[src/rtl/mips_ctrl_pkg.sv]
// Shared encodings for the multi-cycle MIPS control path: opcodes, functs,
// ALU operation codes, exception causes, FSM states and the control-word layout.
package mips_ctrl_pkg;

  localparam logic [5:0] OP_RTYPE = 6'b000000;
  localparam logic [5:0] OP_LW    = 6'b100011;
  localparam logic [5:0] OP_SW    = 6'b101011;
  localparam logic [5:0] OP_BEQ   = 6'b000100;
  localparam logic [5:0] OP_J     = 6'b000010;

  localparam logic [5:0] FN_ADD   = 6'b100000;
  localparam logic [5:0] FN_ADDU  = 6'b100001;
  localparam logic [5:0] FN_SUB   = 6'b100010;
  localparam logic [5:0] FN_SUBU  = 6'b100011;
  localparam logic [5:0] FN_AND   = 6'b100100;
  localparam logic [5:0] FN_OR    = 6'b100101;
  localparam logic [5:0] FN_NOR   = 6'b100111;

  localparam logic [3:0] ALU_ADD  = 4'b0010;
  localparam logic [3:0] ALU_SUB  = 4'b0110;
  localparam logic [3:0] ALU_AND  = 4'b0000;
  localparam logic [3:0] ALU_OR   = 4'b0001;
  localparam logic [3:0] ALU_NOR  = 4'b1100;
  localparam logic [3:0] ALU_PASS = 4'b0111;  // pass operand B through the ALU

  localparam logic [4:0] CAUSE_NONE = 5'd0;
  localparam logic [4:0] CAUSE_RI   = 5'd10;
  localparam logic [4:0] CAUSE_OV   = 5'd12;

  localparam logic [1:0] PC_ALU    = 2'b00;
  localparam logic [1:0] PC_ALUOUT = 2'b01;
  localparam logic [1:0] PC_JUMP   = 2'b10;
  localparam logic [1:0] PC_EXC    = 2'b11;

  localparam logic [1:0] SRCB_B       = 2'b00;
  localparam logic [1:0] SRCB_FOUR    = 2'b01;
  localparam logic [1:0] SRCB_IMM     = 2'b10;
  localparam logic [1:0] SRCB_IMM_SH2 = 2'b11;

  typedef enum logic [3:0] {
    S_RESET     = 4'd0,
    S_FETCH     = 4'd1,
    S_DECODE    = 4'd2,
    S_MEM_ADDR  = 4'd3,
    S_MEM_READ  = 4'd4,
    S_MEM_WB    = 4'd5,
    S_MEM_WRITE = 4'd6,
    S_EXECUTE   = 4'd7,
    S_R_WB      = 4'd8,
    S_BRANCH    = 4'd9,
    S_JUMP      = 4'd10
`ifdef MULTICYCLE_CTRL_EXC_EN
   ,S_EXCEPT    = 4'd11
`endif
  } state_t;

  // Registered part of the control word; pc_en here excludes the
  // mem_ready / alu_zero gated terms, which are added combinationally.
  typedef struct packed {
    logic       mem_read;
    logic       mem_write;
    logic       iord;
    logic       pc_en;
    logic [1:0] pc_source;
    logic       alu_src_a;
    logic [1:0] alu_src_b;
    logic [3:0] aluctrl;
    logic       reg_dst;
    logic       mem_to_reg;
    logic       reg_write;
    logic       epc_write;
    logic       cause_write;
    logic [4:0] cause_code;
  } ctrl_t;

endpackage

[src/rtl/alu_ctrl_dec.sv]
// R-type funct decoder: ALU operation, legality, and whether signed overflow
// on this operation must trap.
module alu_ctrl_dec
  import mips_ctrl_pkg::*;
(
  input  logic [5:0] funct,
  output logic [3:0] aluctrl,
  output logic       legal,
  output logic       trap_on_ovf
);

  always_comb begin
    // NOTE: every output gets a default before the case so no path leaves it
    // unassigned; otherwise synthesis infers a latch.
    aluctrl     = ALU_ADD;
    legal       = 1'b1;
    trap_on_ovf = 1'b0;
    case (funct)
      FN_ADD:  trap_on_ovf = 1'b1;
      FN_ADDU: aluctrl = ALU_ADD;
      FN_SUB: begin
        aluctrl     = ALU_SUB;
        trap_on_ovf = 1'b1;
      end
      FN_SUBU: aluctrl = ALU_SUB;
      FN_AND:  aluctrl = ALU_AND;
      FN_OR:   aluctrl = ALU_OR;
      FN_NOR:  aluctrl = ALU_NOR;
      default: legal = 1'b0;
    endcase
  end

endmodule

[src/rtl/multicycle_ctrl.sv]
// Main control FSM of the multi-cycle MIPS core. Define MULTICYCLE_CTRL_EXC_EN
// to add precise exceptions for signed overflow and reserved instructions.
module multicycle_ctrl
  import mips_ctrl_pkg::*;
#(
  parameter int unsigned RESET_TO_FETCH_CYCLES = 1
) (
  input  logic       clk,
  input  logic       rst_n,
  input  logic [5:0] opcode,
  input  logic [5:0] funct,
  input  logic       alu_zero,
  input  logic       alu_ovf,
  input  logic       mem_ready,
  output logic       mem_read,
  output logic       mem_write,
  output logic       iord,
  output logic       ir_write,
  output logic       pc_en,
  output logic [1:0] pc_source,
  output logic       alu_src_a,
  output logic [1:0] alu_src_b,
  output logic [3:0] aluctrl,
  output logic       reg_dst,
  output logic       mem_to_reg,
  output logic       reg_write,
  output logic       epc_write,
  output logic       cause_write,
  output logic [4:0] cause_code
);

  localparam logic [3:0] RST_LAST = 4'(RESET_TO_FETCH_CYCLES - 1);

  state_t     state_q, state_d;
  logic [3:0] rst_cnt_q, rst_cnt_d;
  ctrl_t      ctrl_q, ctrl_d;

  logic [3:0] dec_aluctrl;
  logic       dec_legal;
  logic       dec_trap;

  alu_ctrl_dec u_alu_ctrl_dec (
    .funct       (funct),
    .aluctrl     (dec_aluctrl),
    .legal       (dec_legal),
    .trap_on_ovf (dec_trap)
  );

`ifdef MULTICYCLE_CTRL_EXC_EN
  logic [4:0] cause_d;
`else
  logic unused_exc;
  assign unused_exc = ^{alu_ovf, dec_trap};
`endif

  always_comb begin
    state_d   = state_q;
    rst_cnt_d = rst_cnt_q;
`ifdef MULTICYCLE_CTRL_EXC_EN
    cause_d   = CAUSE_NONE;
`endif
    case (state_q)
      S_RESET: begin
        if (rst_cnt_q == RST_LAST) state_d   = S_FETCH;
        else                       rst_cnt_d = rst_cnt_q + 4'd1;
      end
      S_FETCH: if (mem_ready) state_d = S_DECODE;
      S_DECODE: begin
        case (opcode)
          OP_RTYPE:     state_d = S_EXECUTE;
          OP_LW, OP_SW: state_d = S_MEM_ADDR;
          OP_BEQ:       state_d = S_BRANCH;
          OP_J:         state_d = S_JUMP;
          default: begin
`ifdef MULTICYCLE_CTRL_EXC_EN
            state_d = S_EXCEPT;
            cause_d = CAUSE_RI;
`else
            state_d = S_FETCH;
`endif
          end
        endcase
      end
      S_MEM_ADDR:  state_d = (opcode == OP_LW) ? S_MEM_READ : S_MEM_WRITE;
      S_MEM_READ:  if (mem_ready) state_d = S_MEM_WB;
      S_MEM_WRITE: if (mem_ready) state_d = S_FETCH;
      S_EXECUTE: begin
        if (!dec_legal) begin
`ifdef MULTICYCLE_CTRL_EXC_EN
          state_d = S_EXCEPT;
          cause_d = CAUSE_RI;
`else
          state_d = S_FETCH;
`endif
        end
`ifdef MULTICYCLE_CTRL_EXC_EN
        else if (dec_trap && alu_ovf) begin
          state_d = S_EXCEPT;
          cause_d = CAUSE_OV;
        end
`endif
        else state_d = S_R_WB;
      end
      default: state_d = S_FETCH;  // MEM_WB, R_WB, BRANCH, JUMP, EXCEPT
    endcase

    // Control word for the state being entered, so outputs leave a flop.
    ctrl_d = '0;
    case (state_d)
      S_FETCH: begin
        ctrl_d.mem_read  = 1'b1;
        ctrl_d.alu_src_b = SRCB_FOUR;
        ctrl_d.aluctrl   = ALU_ADD;
      end
      S_DECODE: begin
        ctrl_d.alu_src_b = SRCB_IMM_SH2;
        ctrl_d.aluctrl   = ALU_ADD;
      end
      S_MEM_ADDR: begin
        ctrl_d.alu_src_a = 1'b1;
        ctrl_d.alu_src_b = SRCB_IMM;
        ctrl_d.aluctrl   = ALU_ADD;
      end
      S_MEM_READ: begin
        ctrl_d.mem_read = 1'b1;
        ctrl_d.iord     = 1'b1;
      end
      S_MEM_WRITE: begin
        ctrl_d.mem_write = 1'b1;
        ctrl_d.iord      = 1'b1;
      end
      S_MEM_WB: begin
        ctrl_d.reg_write  = 1'b1;
        ctrl_d.mem_to_reg = 1'b1;
      end
      S_EXECUTE: begin
        ctrl_d.alu_src_a = 1'b1;
        ctrl_d.alu_src_b = SRCB_B;
        ctrl_d.aluctrl   = dec_aluctrl;
      end
      S_R_WB: begin
        ctrl_d.reg_write = 1'b1;
        ctrl_d.reg_dst   = 1'b1;
      end
      S_BRANCH: begin
        ctrl_d.alu_src_a = 1'b1;
        ctrl_d.alu_src_b = SRCB_B;
        ctrl_d.aluctrl   = ALU_SUB;
        ctrl_d.pc_source = PC_ALUOUT;
      end
      S_JUMP: begin
        ctrl_d.pc_source = PC_JUMP;
        ctrl_d.pc_en     = 1'b1;
      end
`ifdef MULTICYCLE_CTRL_EXC_EN
      S_EXCEPT: begin
        ctrl_d.epc_write   = 1'b1;
        ctrl_d.cause_write = 1'b1;
        ctrl_d.cause_code  = cause_d;
        ctrl_d.pc_source   = PC_EXC;
        ctrl_d.pc_en       = 1'b1;
      end
`endif
      default: ctrl_d = '0;
    endcase
  end

  // NOTE: state uses non-blocking assignments and an async reset, so every
  // flop updates from pre-edge values and reset clears outputs immediately.
  always_ff @(posedge clk or negedge rst_n) begin
    if (!rst_n) begin
      state_q   <= S_RESET;
      rst_cnt_q <= 4'd0;
      ctrl_q    <= '0;
    end else begin
      state_q   <= state_d;
      rst_cnt_q <= rst_cnt_d;
      ctrl_q    <= ctrl_d;
    end
  end

  // IR and PC loads in FETCH, and the taken branch, depend on same-cycle inputs.
  assign ir_write    = (state_q == S_FETCH) && mem_ready;
  assign pc_en       = ctrl_q.pc_en
                     | ((state_q == S_FETCH)  && mem_ready)
                     | ((state_q == S_BRANCH) && alu_zero);

  assign mem_read    = ctrl_q.mem_read;
  assign mem_write   = ctrl_q.mem_write;
  assign iord        = ctrl_q.iord;
  assign pc_source   = ctrl_q.pc_source;
  assign alu_src_a   = ctrl_q.alu_src_a;
  assign alu_src_b   = ctrl_q.alu_src_b;
  assign aluctrl     = ctrl_q.aluctrl;
  assign reg_dst     = ctrl_q.reg_dst;
  assign mem_to_reg  = ctrl_q.mem_to_reg;
  assign reg_write   = ctrl_q.reg_write;
  assign epc_write   = ctrl_q.epc_write;
  assign cause_write = ctrl_q.cause_write;
  assign cause_code  = ctrl_q.cause_code;

endmodule

[config.mk]
export PLATFORM = sky130hd
export DESIGN_NAME = multicycle_ctrl
export DESIGN_NICKNAME = d
export VERILOG_FILES = /design/src/rtl/mips_ctrl_pkg.sv /design/src/rtl/alu_ctrl_dec.sv /design/src/rtl/multicycle_ctrl.sv
export SDC_FILE = /design/constraint.sdc
export NUM_CORES = 1
export LEC_CHECK = 0
export ABC_AREA = 0
export ABC_CLOCK_PERIOD_IN_PS = 2100
export CAP_MARGIN = 20
export CORE_MARGIN = 3
export CORE_UTILIZATION = 46
export CTS_CLUSTER_SIZE = 28
export DETAILED_ROUTE_END_ITERATION = 10
export GPL_ROUTABILITY_DRIVEN = 0
export PLACE_DENSITY_LB_ADDON = 0.2
export SYNTH_ARGS = -nofsm -noshare
export SYNTH_HDL_FRONTEND = slang
export SYNTH_SLANG_ARGS = --single-unit
[constraint.sdc]
create_clock -name clk -period 2.1 [get_ports clk]
set_input_delay 0.315 -clock clk [delete_from_list [all_inputs] [get_ports clk]]
set_output_delay 0.315 -clock clk [all_outputs]
set_load 0.1 [all_outputs]
==> impl_metrics.tcl, run 1 <==
set metrics [dict create \
    grtUsageMet2_pct 28.9 \
    slew_violations 0 \
    dpl_cell_area_mm2 0.00174 \
    grt_usage_pct 16.7 \
    r2r_end "aluctrl[2]" \
    synthCells 127 \
    nFillCells 232 \
    r2r-start "state_q[3]" \
    power_density_mw_per_mm2 1350 \
    cts_setup_buffers 0 \
    setup_viol 0 \
    worstMarginPinSlew_ps 651 \
    fin_worst_skew_ps 14.1 \
    maxSlewHeadroom_pct 56.6 \
    crit_type "input pin to output port" \
    fin_crit_sh_pct 95.1 \
    synth_xor_area_share_pct 1.94 \
    vias 1042 \
    total_power_mw 2.43 \
    finalSetupTns_ps 0 \
    routedWlPerCell_um 14.0 \
    num_rows 19 \
    timing.final.crit_period_ps 2000 \
    seq_area_frac_synth_pct 44.4 \
    synth.distinct_cells 49 \
    rsz0062_at_grt "false" \
    cts_resized 0 \
    rrSetupSlack_ps 130 \
    drt_iter0_markers 29 \
    met1_usage_pct 20.3 \
    leakagePower_nw 0.893 \
    ctsHoldBuffers 0 \
    grt_max_degree 25 \
    routed_via_density 5.13 \
    start_util_pct 48.6 \
    diodes 0 \
    numCtsBuffers 3 \
    synth_compound_area_share_pct 15.5 \
    ys.flop_type "dfrtp_1" \
    async_flop_share_pct 100 \
    drc 0 \
    io-pin-count 41 \
    finalCoreUtilization_pct 64.5 \
    dp_hpwl_um 2230 \
    cts_buffer_depth 2 \
    antenna_found_initial 0 \
    synth-edff-count 0 \
    path_max_fanout 7 \
    hold_path_class "input pin to async pin" \
    clock.fmax_mhz 501 \
    cts-root-buf "clkbuf_4" \
    wl_um 2840 \
    grt_pass1_vias 993 \
    ir_drop_mv 1.42 \
    ant_nets 0 \
    grt-busiest-layer "met2" \
    outcome "completed" \
    synthMuxAreaShare_pct 0.741 \
    synth_adder_area_share_pct 1.85 \
    grt_pass1_wl_um 4490 \
    coreArea_mm2 0.00278 \
    synth_top_family_by_area "simple AND/OR/NAND/NOR gates" \
    ff2ff_path_depth 5 \
    maxCapViolations 0 \
    start_kind "input pin" \
    drive_above_1_share_pct 33.1 \
    die_area_mm2 0.00362 \
    hold_viol 0 \
    overflow 0 \
    clk_pin_slew_worst_paths_ps 140 \
    die_w_um 60.2 \
    syn2layout_area_growth_pct 32.7 \
    avgSynthCellArea_um2 10.6 \
    nNetsFinal 192 \
    htree_levels 1 \
    synth_simple_gate_area_share_pct 23.0 \
    crit_required_ps 1780 \
    io_buffers 32 \
    die_y_um 60.2 \
    clk_latency_ps 310 \
    postLayoutCellArea_mm2 0.00179 \
    use_met3_pct 4.75 \
    worstSetupEndpointType "output port" \
    synth_warnings 0 \
    cts_tree "yes" \
    cp.arrival_ps 1680 \
    synth_area_mm2 0.00135 \
    clock_sinks 24 \
    first_pass_iters 4 \
    ys_ff_latch 24 \
]
## routing by layer
layer	vias up	share of wire [%]
met5	-	0
met4	0	0.56
met1	508	41
met3	2	4.1
met2	16	54
li1	516	-
## worst max-delay path by stage
stage | startpoint | endpoint | slack [ps] | cells after the start
global placement | funct[5] | mem_read | -60 | 6
finish | mem_ready | pc_en | 100 | 5
CTS | mem_ready | pc_en | 70 | 5
detailed placement | funct[5] | alu_src_a | -130 | 6
global route | mem_ready | pc_en | 7 | 5
floorplan | state_q[0] | mem_read | 200 | 6
## power by group
group | switching, mW | internal, mW | leakage (nW)
logic | 0.996 | 0.506 | 0.544
clock network | 0.135 | 0.193 | 0.0279
registers | 0.0433 | 0.554 | 0.321
total | 1.17 | 1.25 | 0.893
## layout make-up
| class | count | area, um^2 | share of cell area (%) |
|---|---|---|---|
| clock inverter | 1 | 30.0 | 1.67 |
| tap | 31 | 38.8 | 2.16 |
| clock buffer | 3 | 22.5 | 1.26 |
| timing repair buffer | 53 | 460 | 25.7 |
| multi-input combinational | 82 | 607 | 33.8 |
| inverter | 9 | 33.8 | 1.88 |
| sequential | 24 | 601 | 33.5 |
## worst max-delay path, stage by stage
cell and delay, ps:
clkdlybuf4s50_1 610, mux2i_1 110, nor4b_1 280, or2_2 200, buf_12 170
## cell usage after synthesis (2+ instances only)
library cell | n | area (um^2)
dfrtp_1 | 24 | 601
buf_4 | 15 | 113
inv_1 | 8 | 30.0
nor2_1 | 7 | 26.3
nor3_1 | 7 | 35.0
nand2_1 | 6 | 22.5
a21o_1 | 3 | 22.5
a21oi_1 | 3 | 15.0
nand2b_1 | 3 | 18.8
nor4b_1 | 3 | 26.3
xnor2_1 | 3 | 26.3
ha_1 | 2 | 25.0
nand3_1 | 2 | 10.0
nor2b_1 | 2 | 12.5
nor4_1 | 2 | 12.5
o211ai_2 | 2 | 25.0
o21ai_0 | 2 | 10.0
or2_2 | 2 | 12.5
## per-stage QoR
step	hold slack, ps	setup WS [ps]	std cells
floorplan	19.4	200	133
global placement	487	-65.0	199
detailed placement	526	-130	199
CTS	353	74.6	203
global route	347	6.54	203
finish	347	102	203
## placed cells by master (no fill, tap or decap), types with 6 or more instances in the layout
cell              n
buf_4            36
clkdlybuf4s50_1  15
conb_1            7
dfrtp_1          24
inv_1             8
nand2_1           6
nor2_1            7
nor3_1            7
## cells by family after synthesis
logic type	count (synthesis)
AND/OR/NAND/NOR	46
other	1
XOR/XNOR	3
multiplexers	1
buffers and inverters	27
adder cells (fa/ha/maj)	2
AO/OA/AOI/OAI	23
flip-flops	24
Power figures use the tool's default switching activity.
==> inputs of run 2 (changes only) <==
--- a/config.mk
+++ b/config.mk
@@ -8,12 +8,14 @@
 export ABC_AREA = 0
 export ABC_CLOCK_PERIOD_IN_PS = 2100
 export CAP_MARGIN = 20
+export CORE_ASPECT_RATIO = 1.1
 export CORE_MARGIN = 3
 export CORE_UTILIZATION = 46
 export CTS_CLUSTER_SIZE = 28
 export DETAILED_ROUTE_END_ITERATION = 10
 export GPL_ROUTABILITY_DRIVEN = 0
 export PLACE_DENSITY_LB_ADDON = 0.2
+export SKIP_CTS_REPAIR_TIMING = 1
 export SYNTH_ARGS = -nofsm -noshare
 export SYNTH_HDL_FRONTEND = slang
 export SYNTH_SLANG_ARGS = --single-unit
==> run 2 against run 1 <==
  * Register-to-register slack gained 50 ps
  * Clock skew shrank 13 ps
  * Critical path depth is the same
  * Final cell count is the same
  * Global-route usage shrank 0.40 points
  * Flip-flop and latch count is the same
  * Count of clock-buffer cells in the layout is the same
  * Utilization shrank 0.36 points
  * Total power shrank 0.54%
  * Non-clock buffer count shrank 2
  * Largest cell class unchanged
  * Largest power group unchanged
==> impl_metrics.tcl, run 2 (same netlist as run 1, synthesis figures left out) <==
set metrics [dict create \
    outcome "completed" \
    maxCapViolations 0 \
    grt_pass1_vias 1041 \
    die_area_mm2 0.00362 \
    power_density_mw_per_mm2 1360 \
    rsz0062_at_grt "false" \
    nFillCells 223 \
    cts_tree "yes" \
    setup_viol 0 \
    crit_family "buffers and inverters" \
    crit_type "input pin to output port" \
    drive_above_1_share_pct 32.4 \
    clock.fmax_mhz 509 \
    rrSetupSlack_ps 180 \
    ir_drop_mv 1.11 \
    leakagePower_nw 0.885 \
    drt_iter0_markers 30 \
    worstMarginPinSlew_ps 662 \
    ant_nets 0 \
    crit_end "pc_en" \
    cts_buffer_depth 2 \
    r2r_end "alu_src_a" \
    die_w_um 57.7 \
    cpPeakStageDelay_ps 600 \
    grt_usage_pct 16.3 \
    htree_levels 1 \
    stdcell_count 203 \
    grt_max_degree 25 \
    mostFrequentLayoutCells "34 x buf_4, 24 x dfrtp_1, 15 x clkdlybuf4s50_1, 8 x inv_1" \
    ff2ff_path_depth 5 \
    path_max_fanout 7 \
    crit_required_ps 1780 \
    nNetsFinal 190 \
    io-pin-count 41 \
    worst-path-buf-inv 2 \
    clk_pin_slew_worst_paths_ps 130 \
    grt_pass1_wl_um 4730 \
    overflow 0 \
    clock_sinks 24 \
    num_rows 20 \
    dp_hpwl_um 2180 \
    start_util_pct 48.6 \
    crit_slowest_cell "clkdlybuf4s50_1" \
    first_pass_iters 4 \
    fin_worst_skew_ps 1.29 \
    die_y_um 62.8 \
    clk_latency_ps 310 \
    coreArea_mm2 0.00278 \
    crit_path_start "mem_ready" \
    routed_via_density 5.21 \
    drc 0 \
    cts-root-buf "clkbuf_4" \
    maxSlewHeadroom_pct 55.9 \
    syn2layout_area_growth_pct 31.8 \
    hold_path_class "input pin to async pin" \
    cp.arrival_ps 1650 \
    slew_violations 0 \
    numCtsBuffers 3 \
    hold_viol 0 \
    cp_cell_sequence "clkdlybuf4s50_1 > mux2i_1 > nor4b_1 > or2_2 > buf_12" \
    layout_commonest_cell "buf_4" \
    wl_um 2780 \
    holdWs_ps 333 \
    diodes 0 \
    io_buffers 32 \
    fin_crit_sh_pct 93.5 \
    start_kind "input pin" \
    vias 1058 \
    dp_cells 199 \
    r2r-start "state_q[0]" \
    antenna_found_initial 0 \
    cp.depth 5 \
    worstSetupEndpointType "output port" \
    routedWlPerCell_um 13.7 \
    timing.final.crit_period_ps 1960 \
]
==> run 2: cell count changes in the layout (fill, tap and decap cells not counted) <==
| cell | change |
|---|---|
| buf_4 | -2 |
==> run 2: worst min-delay path by stage <==
stage                         endpoint  slack, ps
after CTS                      reg_dst        340
after detailed placement  rst_cnt_q[3]        510
after global routing           reg_dst        350
after floorplan              alu_src_a         20
final                          reg_dst        330
after global placement    rst_cnt_q[3]        490
==> run 2: worst reg2reg max path: cells and delay by family, from the launching register on <==
kind               cells  cell delay (ps)
and+or+nand+nor        2              790
AOI/OAI and AO/OA      3              670
DFF                    1              410
==> run 2: through the flow <==
step	instance area, um^2	setup WS [ps]	setup TNS, ps	power (mW)	util [%]
finish	1780	137	0	2.41	64.1
CTS	1780	131	0	2.43	64.1
detailed placement	1730	-110	-363	2.08	62.2
global route	1780	25.2	0	2.52	64.1
global placement	1730	-80.2	-227	2.07	62.2
floorplan	1370	200	0	1.73	-
==> run 2: report_power, final <==
group          switching (mW)  internal [mW]  total, mW
Combinational            1.00          0.488       1.49
Sequential             0.0318          0.554      0.586
Clock                   0.142          0.193      0.335
Total                    1.18           1.24       2.41
==> run 2: layer usage <==
| layer | vias to the layer above | wire length (um) | GRT usage, % |
|---|---|---|---|
| met3 | 6 | 145 | 2.27 |
| met2 | 34 | 1480 | 27.3 |
| met5 | - | 0 | 0 |
| li1 | 511 | - | - |
| met1 | 507 | 1100 | 20.8 |
| met4 | 0 | 49 | 6.67 |
==> run 2: cell type report <==
cell class | instances | area, um^2 | share of cell area [%]
clock buffer | 3 | 22.5 | 1.26
multi-input combinational | 82 | 607 | 34.1
clock inverter | 1 | 30.0 | 1.69
inverter | 9 | 33.8 | 1.90
tap | 33 | 41.3 | 2.32
sequential | 24 | 601 | 33.7
timing repair buffer | 51 | 445 | 25.0
==> inputs of run 3 (changes only) <==
--- a/config.mk
+++ b/config.mk
@@ -11,7 +11,7 @@
 export CORE_ASPECT_RATIO = 1.1
 export CORE_MARGIN = 3
 export CORE_UTILIZATION = 46
-export CTS_CLUSTER_SIZE = 28
+export CTS_CLUSTER_SIZE = 25
 export DETAILED_ROUTE_END_ITERATION = 10
 export GPL_ROUTABILITY_DRIVEN = 0
 export PLACE_DENSITY_LB_ADDON = 0.2
==> results of run 3 <==
Same layout as run 2: the final DEF is identical, and so are final timing and power.
